==> config.mk <==
export PLATFORM = sky130hd
export DESIGN_NAME = pipeline_stall_controller
export DESIGN_NICKNAME = d
export VERILOG_FILES = /design/src/rtl/pipeline_stall_controller_pkg.sv /design/src/rtl/pipeline_stall_controller_sat_counter.sv /design/src/rtl/pipeline_stall_controller.sv
export SDC_FILE = /design/constraint.sdc
export NUM_CORES = 1
export LEC_CHECK = 0
export CELL_PAD_IN_SITES_DETAIL_PLACEMENT = 1
export CELL_PAD_IN_SITES_GLOBAL_PLACEMENT = 2
export CORE_MARGIN = 2
export CORE_UTILIZATION = 33
export CTS_BUF_LIST = sky130_fd_sc_hd__clkbuf_2
export DETAILED_ROUTE_END_ITERATION = 8
export HOLD_SLACK_MARGIN = 0.15
export PLACE_DENSITY = 0.9
export SYNTH_ARGS = -nofsm -noshare
export SYNTH_HDL_FRONTEND = slang
export SYNTH_HIERARCHICAL = 1
export SYNTH_SLANG_ARGS = --single-unit
==> constraint.sdc <==
create_clock -name clk -period 2.9 [get_ports clk]
set_input_delay 0.58 -clock clk [delete_from_list [all_inputs] [get_ports clk]]
set_output_delay 0.58 -clock clk [all_outputs]
set_load 0.1 [all_outputs]
==> src/rtl/pipeline_stall_controller_pkg.sv <==
// Shared types and constants for the pipeline stall/flush controller.
// Holds the FSM state encoding and the per-stage write-enable bundle.
package pipeline_stall_controller_pkg;

    typedef enum logic [1:0] {
        S_RUN     = 2'd0,
        S_DM_WAIT = 2'd1,
        S_IM_WAIT = 2'd2
    } state_t;

    typedef struct packed {
        logic pc_we;
        logic if_id_we;
        logic id_ex_we;
        logic ex_mem_we;
        logic mem_wb_we;
    } stage_ctrl_t;

    localparam stage_ctrl_t CTRL_ALL_RUN = 5'b11111;
    localparam stage_ctrl_t CTRL_FREEZE  = 5'b00000;

endpackage

==> src/rtl/pipeline_stall_controller_sat_counter.sv <==
// Saturating up-counter used for the stall and flush performance counters.
// Holds at all-ones instead of wrapping.
module sat_counter #(
    parameter int W = 32
) (
    input  logic         clk,
    input  logic         rst,
    input  logic         i_inc,
    input  logic         i_clear,
    output logic [W-1:0] o_count
);

    logic [W-1:0] r_count;

    always_ff @(posedge clk or posedge rst) begin
        if (rst) begin
            r_count <= '0;
        end else if (i_clear) begin
            r_count <= '0;
        end else if (i_inc && (r_count != {W{1'b1}})) begin
            r_count <= r_count + 1'b1;
        end
    end

    assign o_count = r_count;

endmodule

==> src/rtl/pipeline_stall_controller.sv <==
// Pipeline freeze/bubble/discard sequencing for the 5-stage core.
// Memory waits override hazards, which override ID-stage redirects.
import pipeline_stall_controller_pkg::*;

module pipeline_stall_controller #(
    parameter int CNT_W      = 32,
    parameter int DM_TIMEOUT = 1024,
    parameter int TO_W       = 11
) (
    input  logic             clk,
    input  logic             rst,
    input  logic             ID_Branch_Stall,
    input  logic             ID_LoadUse_Stall,
    input  logic             ID_Redirect,
    input  logic             IM_Ready,
    input  logic             DM_Req,
    input  logic             DM_Ready,
    output logic             PC_Write,
    output logic             IF_ID_Write,
    output logic             IF_ID_Flush,
    output logic             ID_EX_Write,
    output logic             ID_EX_Flush,
    output logic             EX_MEM_Write,
    output logic             MEM_WB_Write,
    output logic [CNT_W-1:0] stall_cycles,
    output logic [CNT_W-1:0] flush_count,
    output logic             DM_Timeout
);

    localparam logic [TO_W-1:0] TO_LIMIT = TO_W'(DM_TIMEOUT);

    state_t          r_state;
    state_t          w_state_nxt;
    logic            r_discard;
    logic            w_discard_nxt;
    logic [TO_W-1:0] r_wait_cnt;
    logic [TO_W-1:0] w_wait_inc;
    logic            r_timeout;

    logic            w_hazard;
    logic            w_redirect;
    logic            w_dm_wait;
    stage_ctrl_t     w_ctrl;
    logic            w_if_flush;
    logic            w_ex_flush;

    assign w_hazard   = ID_Branch_Stall | ID_LoadUse_Stall;
    // A redirect under a hazard is re-presented once the branch resolves.
    assign w_redirect = ID_Redirect & ~w_hazard;
    assign w_dm_wait  = DM_Req & ~DM_Ready;

    always_comb begin
        w_ctrl        = CTRL_FREEZE;
        w_if_flush    = 1'b0;
        w_ex_flush    = 1'b0;
        w_state_nxt   = r_state;
        w_discard_nxt = r_discard;
        if (w_dm_wait) begin
            w_state_nxt = S_DM_WAIT;
        end else if (IM_Ready) begin
            w_state_nxt   = S_RUN;
            w_ctrl        = CTRL_ALL_RUN;
            w_discard_nxt = 1'b0;
            if (r_discard) begin
                w_if_flush = 1'b1;
            end
            if (w_hazard) begin
                w_ctrl.pc_we = 1'b0;
                w_ex_flush   = 1'b1;
                if (!r_discard) begin
                    w_ctrl.if_id_we = 1'b0;
                end
            end else if (w_redirect) begin
                w_if_flush = 1'b1;
            end
        end else begin
            w_state_nxt  = S_IM_WAIT;
            w_ctrl       = CTRL_ALL_RUN;
            w_ctrl.pc_we = 1'b0;
            if (w_hazard) begin
                w_ctrl.if_id_we = 1'b0;
                w_ex_flush      = 1'b1;
            end else begin
                w_if_flush = 1'b1;
            end
            // Load the target now; the fetch still in flight is dropped later.
            if (w_redirect) begin
                w_ctrl.pc_we  = 1'b1;
                w_discard_nxt = 1'b1;
            end
        end
        if (rst) begin
            w_ctrl     = CTRL_FREEZE;
            w_if_flush = 1'b0;
            w_ex_flush = 1'b0;
        end
    end

    assign w_wait_inc = (r_wait_cnt == {TO_W{1'b1}}) ? r_wait_cnt
                                                     : r_wait_cnt + 1'b1;

    always_ff @(posedge clk or posedge rst) begin
        if (rst) begin
            r_state    <= S_RUN;
            r_discard  <= 1'b0;
            r_wait_cnt <= '0;
            r_timeout  <= 1'b0;
        end else begin
            r_state   <= w_state_nxt;
            r_discard <= w_discard_nxt;
            if (w_dm_wait) begin
                r_wait_cnt <= w_wait_inc;
                if (w_wait_inc >= TO_LIMIT) begin
                    r_timeout <= 1'b1;
                end
            end else begin
                r_wait_cnt <= '0;
            end
        end
    end

    sat_counter #(.W(CNT_W)) u_stall_cnt (
        .clk     (clk),
        .rst     (rst),
        .i_inc   (~w_ctrl.pc_we),
        .i_clear (1'b0),
        .o_count (stall_cycles)
    );

    sat_counter #(.W(CNT_W)) u_flush_cnt (
        .clk     (clk),
        .rst     (rst),
        .i_inc   (w_if_flush),
        .i_clear (1'b0),
        .o_count (flush_count)
    );

    assign PC_Write     = w_ctrl.pc_we;
    assign IF_ID_Write  = w_ctrl.if_id_we;
    assign IF_ID_Flush  = w_if_flush;
    assign ID_EX_Write  = w_ctrl.id_ex_we;
    assign ID_EX_Flush  = w_ex_flush;
    assign EX_MEM_Write = w_ctrl.ex_mem_we;
    assign MEM_WB_Write = w_ctrl.mem_wb_we;
    assign DM_Timeout   = r_timeout;

endmodule

==> impl_summary.txt <==
----------------------------------------------------
[Yosys]
  Largest family of logic cells by synthesized area ... simple AND/OR/NAND/NOR gates
  Most used flip-flop cell after synthesis ... sky130_fd_sc_hd__dfrtp_1
  Top-area cell type share of the netlist area ... 0.458
  Share of synthesized cell area in full adder, half adder and majority cells ... 0.00891
  #FFs+latches synth ... 77
  Simple-gate share of the synthesized area ... 0.258
  Fraction of registers with async set/reset ... 1.00
  Number of instances in the synthesized netlist ... 451
  Library cell occupying the most area in the post-synthesis netlist ... sky130_fd_sc_hd__dfrtp_1
  Portion of the post-synthesis area used by sequential elements ... 0.458
  Dominant cells by area after synthesis ... sky130_fd_sc_hd__dfrtp_1 46%, sky130_fd_sc_hd__a21oi_1 7.4%, sky130_fd_sc_hd__o31ai_1 5.5%
  Avg Cell Area, Syn ... 9.34 µm²
  Mux contribution to synthesized area ... 0.00475
  Number of synthesis warnings ... 6
  Post-synthesis xor/xnor area fraction ... 0.0229
  Number of different library cells in the post-synthesis netlist ... 45
  Cell area after synthesis ... 4210 µm²
  Compound-Gate Fraction of Synth Area ... 0.208
  Number of synthesized flops with an enable pin ... 0

[Finish]
  Layout cell share with drive strength beyond 1 ... 0.250
  Leading cell type in the layout, fill and taps excluded ... sky130_fd_sc_hd__buf_4
  Post-Route Utilization ... 0.430
  Area occupied by registers ... 1940 µm²
  Synthesis-to-layout area growth ... 27.7%
  Number of fillers in the final layout ... around 1500
  Total area of multi-input combinational cells ... between 2000 and 2500 µm²
  Finished layout cell area ... 5380 µm²
  Commonest cells after routing, fill and taps aside ... 83 x sky130_fd_sc_hd__buf_4, 67 x sky130_fd_sc_hd__dfrtp_1, 62 x sky130_fd_sc_hd__a21oi_1
  Nets ... 563

[Placement]
  Count of input and output buffers ... 79
  Placed wire-length estimate ... 8880 µm
  DP Area ... 5260 µm²
  Routability cong. ... around 0.81

[Setup path]
  Critical path fanouts, max ... 4
  Type of destination of the critical path ... output port
  Number of cells on the worst reg-to-reg path ... 6
  Setup CP Type ... input pin to output port
  CP Launch Point ... ID_LoadUse_Stall
  End point of the critical path ... PC_Write
  Flop2flop setup slack ... 0.35 ns
  Crit start category ... input pin
  Crit Reg-Reg Startpoint ... u_flush_cnt/o_count[1]
  Required time worst endpoint ... 2.32 ns
  Terminus of the critical flop-to-flop path ... u_flush_cnt/o_count[26]
  Endpoint arrival time on the critical path ... 2.16 ns

[Global routing]
  Pin count of the biggest net entering global routing ... 33
  Overall routing resource usage ... 0.189
  Number of antenna violations at the first check in global routing ... 0
  Remaining global-route overflow ... 0
  First-pass GRT wire length ... 20400 µm
  Number of global-route vias before repair ... 4080

[Pwr]
  Worst-case vdd ir drop ... around 0.00014 V
  Power density of the placed cells ... roughly 360 nW/µm²
  Int Pwr ... 1.36 mW
  Combinational cell fraction of total power ... 0.116
  Net switching power ... 567 µW
  Standby leakage power ... 2.19 nW
  Share of total power consumed by net switching ... 0.294
  Share of total power in the clock network ... 0.316
  Sequential share of power ... 0.568

[Routing]
  Vias post-DR ... between 4000 and 5000
  DRT Wirelength ... 12200 µm
  Drt drc ... 0
  Residual antenna-violating net count after detailed routing ... 0
  First-pass detailed-route iteration total ... 4
  Count of routing violations after the opening detailed-route iteration ... between 200 and 250
  Via-to-Cell Ratio ... ~5.6
  Mean routed wirelength per cell ... approximately 17 µm

[Timing]
  Transition time at the pin with the least slew margin ... about 0.85 ns
  Unrepaired setup endpoints after global routing ... no
  Max-slew violation total from the final report ... 0
  Count of endpoints failing setup in the final report ... 0
  Remaining max-slew budget at the tightest pin ... 0.430
  Final total negative setup slack ... 0 ns
  Crit path time final ... 2.74 ns
  Highest attainable clock frequency ... 0.365 GHz
  Final number of hold-violating endpoints ... 0
  Layout Skew ... a little under 0.04 ns
  Final Hold Slack ... 0.511 ns
  Fin crit share ... 0.944

[Die]
  Area of the core ... 12500 µm²
  Die boundary width ... 117 µm
  IO Count ... 80
  Total number of placement rows ... 41
  Die Ht ... approximately 120 µm
  Total die area ... 13700 µm²
  Initial standard-cell utilization of the core ... 0.336

[Clock tree]
  H-tree levels ... 3
  CTS Buffer Depth ... 2
  TritonCTS clock tree ... yes
  Clock transition at path regs ... 0.19 ns
  Clock latency at the later pin of the worst-skew pair ... 0.58 ns
  Hold-fix buffers, CTS ... 0
  Root buffer cell ... sky130_fd_sc_hd__clkbuf_2
  Number of clock buffers inserted by TritonCTS ... 9
  Post-CTS setup buffer count ... 0
  Number of sinks handled by clock tree synthesis ... 77

[Min path]
  Hold wc startpoint ... DM_Timeout
  Min-Delay Path Class ... register to register

[Status]
  Outcome ... completed

[Run]
  Reported max-cap violation count ... 0

----------------------------------------------------
==> per-layer routing <==
layer | vias to the layer above | GRT usage | wire, µm
li1 | 1931 | - | -
met1 | 2047 | 0.245 | 5470
met2 | 65 | 0.316 | 6080
met3 | 14 | 0.0376 | 441
met4 | 0 | 0.0635 | 161
met5 | - | 0 | 0
==> power groups by stage <==
stage | clock (mW) | sequential (mW) | combinational, mW
2_1_floorplan | 0 | 1.16 | 0.103
3_3_place_gp | 0 | 1.11 | 0.218
5_1_grt | 0.680 | 1.10 | 0.240
6_report | 0.609 | 1.10 | 0.223
3_5_place_dp | 0 | 1.11 | 0.221
4_1_cts | 0.633 | 1.10 | 0.222
==> per-stage QoR <==
step | power (mW) | setup slack [ns] | cells
floorplan | 1.26 | -0.546 | 460
global placement | 1.33 | -0.117 | 713
detailed placement | 1.34 | -0.268 | 713
CTS | 1.95 | 0.0958 | 729
global route | 2.02 | 0.0930 | 729
finish | 1.93 | 0.162 | 730
==> synthesized netlist by cell type (all sizes together) (2+ instances only) <==
cell type,count
a21oi,63
a31oi,3
and2,2
and3,7
and4,11
buf,7
clkbuf,9
dfrtp,77
ha,3
inv,19
mux2i,2
nand2,29
nand3,21
nand4,18
nor2,18
nor3,6
nor4,6
o211a,2
o21ai,27
o21ba,2
o311ai,4
o31a,2
o31ai,31
o41ai,4
or3,29
or4,30
xnor2,5
xor2,6
==> worst max-delay path: stages <==
cell and delay (ns):
sky130_fd_sc_hd__clkdlybuf4s50_1 0.45, sky130_fd_sc_hd__nor2_4 0.16, sky130_fd_sc_hd__o21ai_0 0.11, sky130_fd_sc_hd__or3_1 0.38, sky130_fd_sc_hd__buf_4 0.17, sky130_fd_sc_hd__inv_1 0.12, sky130_fd_sc_hd__buf_12 0.19
==> worst min path at each step <==
stage	end	slack (ns)	cells after the start
floorplan	DM_Timeout	0.46	1
global placement	DM_Timeout	0.46	1
detailed placement	DM_Timeout	0.47	1
global route	DM_Timeout	0.54	1
finish	DM_Timeout	0.51	1
CTS	DM_Timeout	0.52	1
==> flip-flops by register name, indices dropped and copies added (netlist names) <==
signal               cells
DM_Timeout               1
r_discard                1
r_wait_cnt              11
u_flush_cnt/o_count     32
u_stall_cnt/o_count     32
==> layout make-up <==
cell class,instances,share of cell area
clock buffers,14,0.0130
repair buffers,97,0.155
multi-input cells,348,0.411
inverters,19,0.0133
flip-flops and latches,77,0.361
clock inverters,2,0.00628
well taps,172,0.0400
diodes,1,0.000465
==> cell families (layout without fill, tap and decap cells) <==
group,Yosys count,after routing
DFF,77,77
muxes,2,2
buffers and inverters,35,132
AOI/OAI and AO/OA,141,141
adders and majority gates,3,3
other,1,11
xor gates and xnor gates,11,11
and+or+nand+nor,181,181
==> timing repair <==
item	in CTS	in global routing
gates resized for setup	0	1
endpoints found under the setup margin	0	4
endpoints found under the hold margin	0	0
Note: power is estimated with default switching activity, not from simulation.
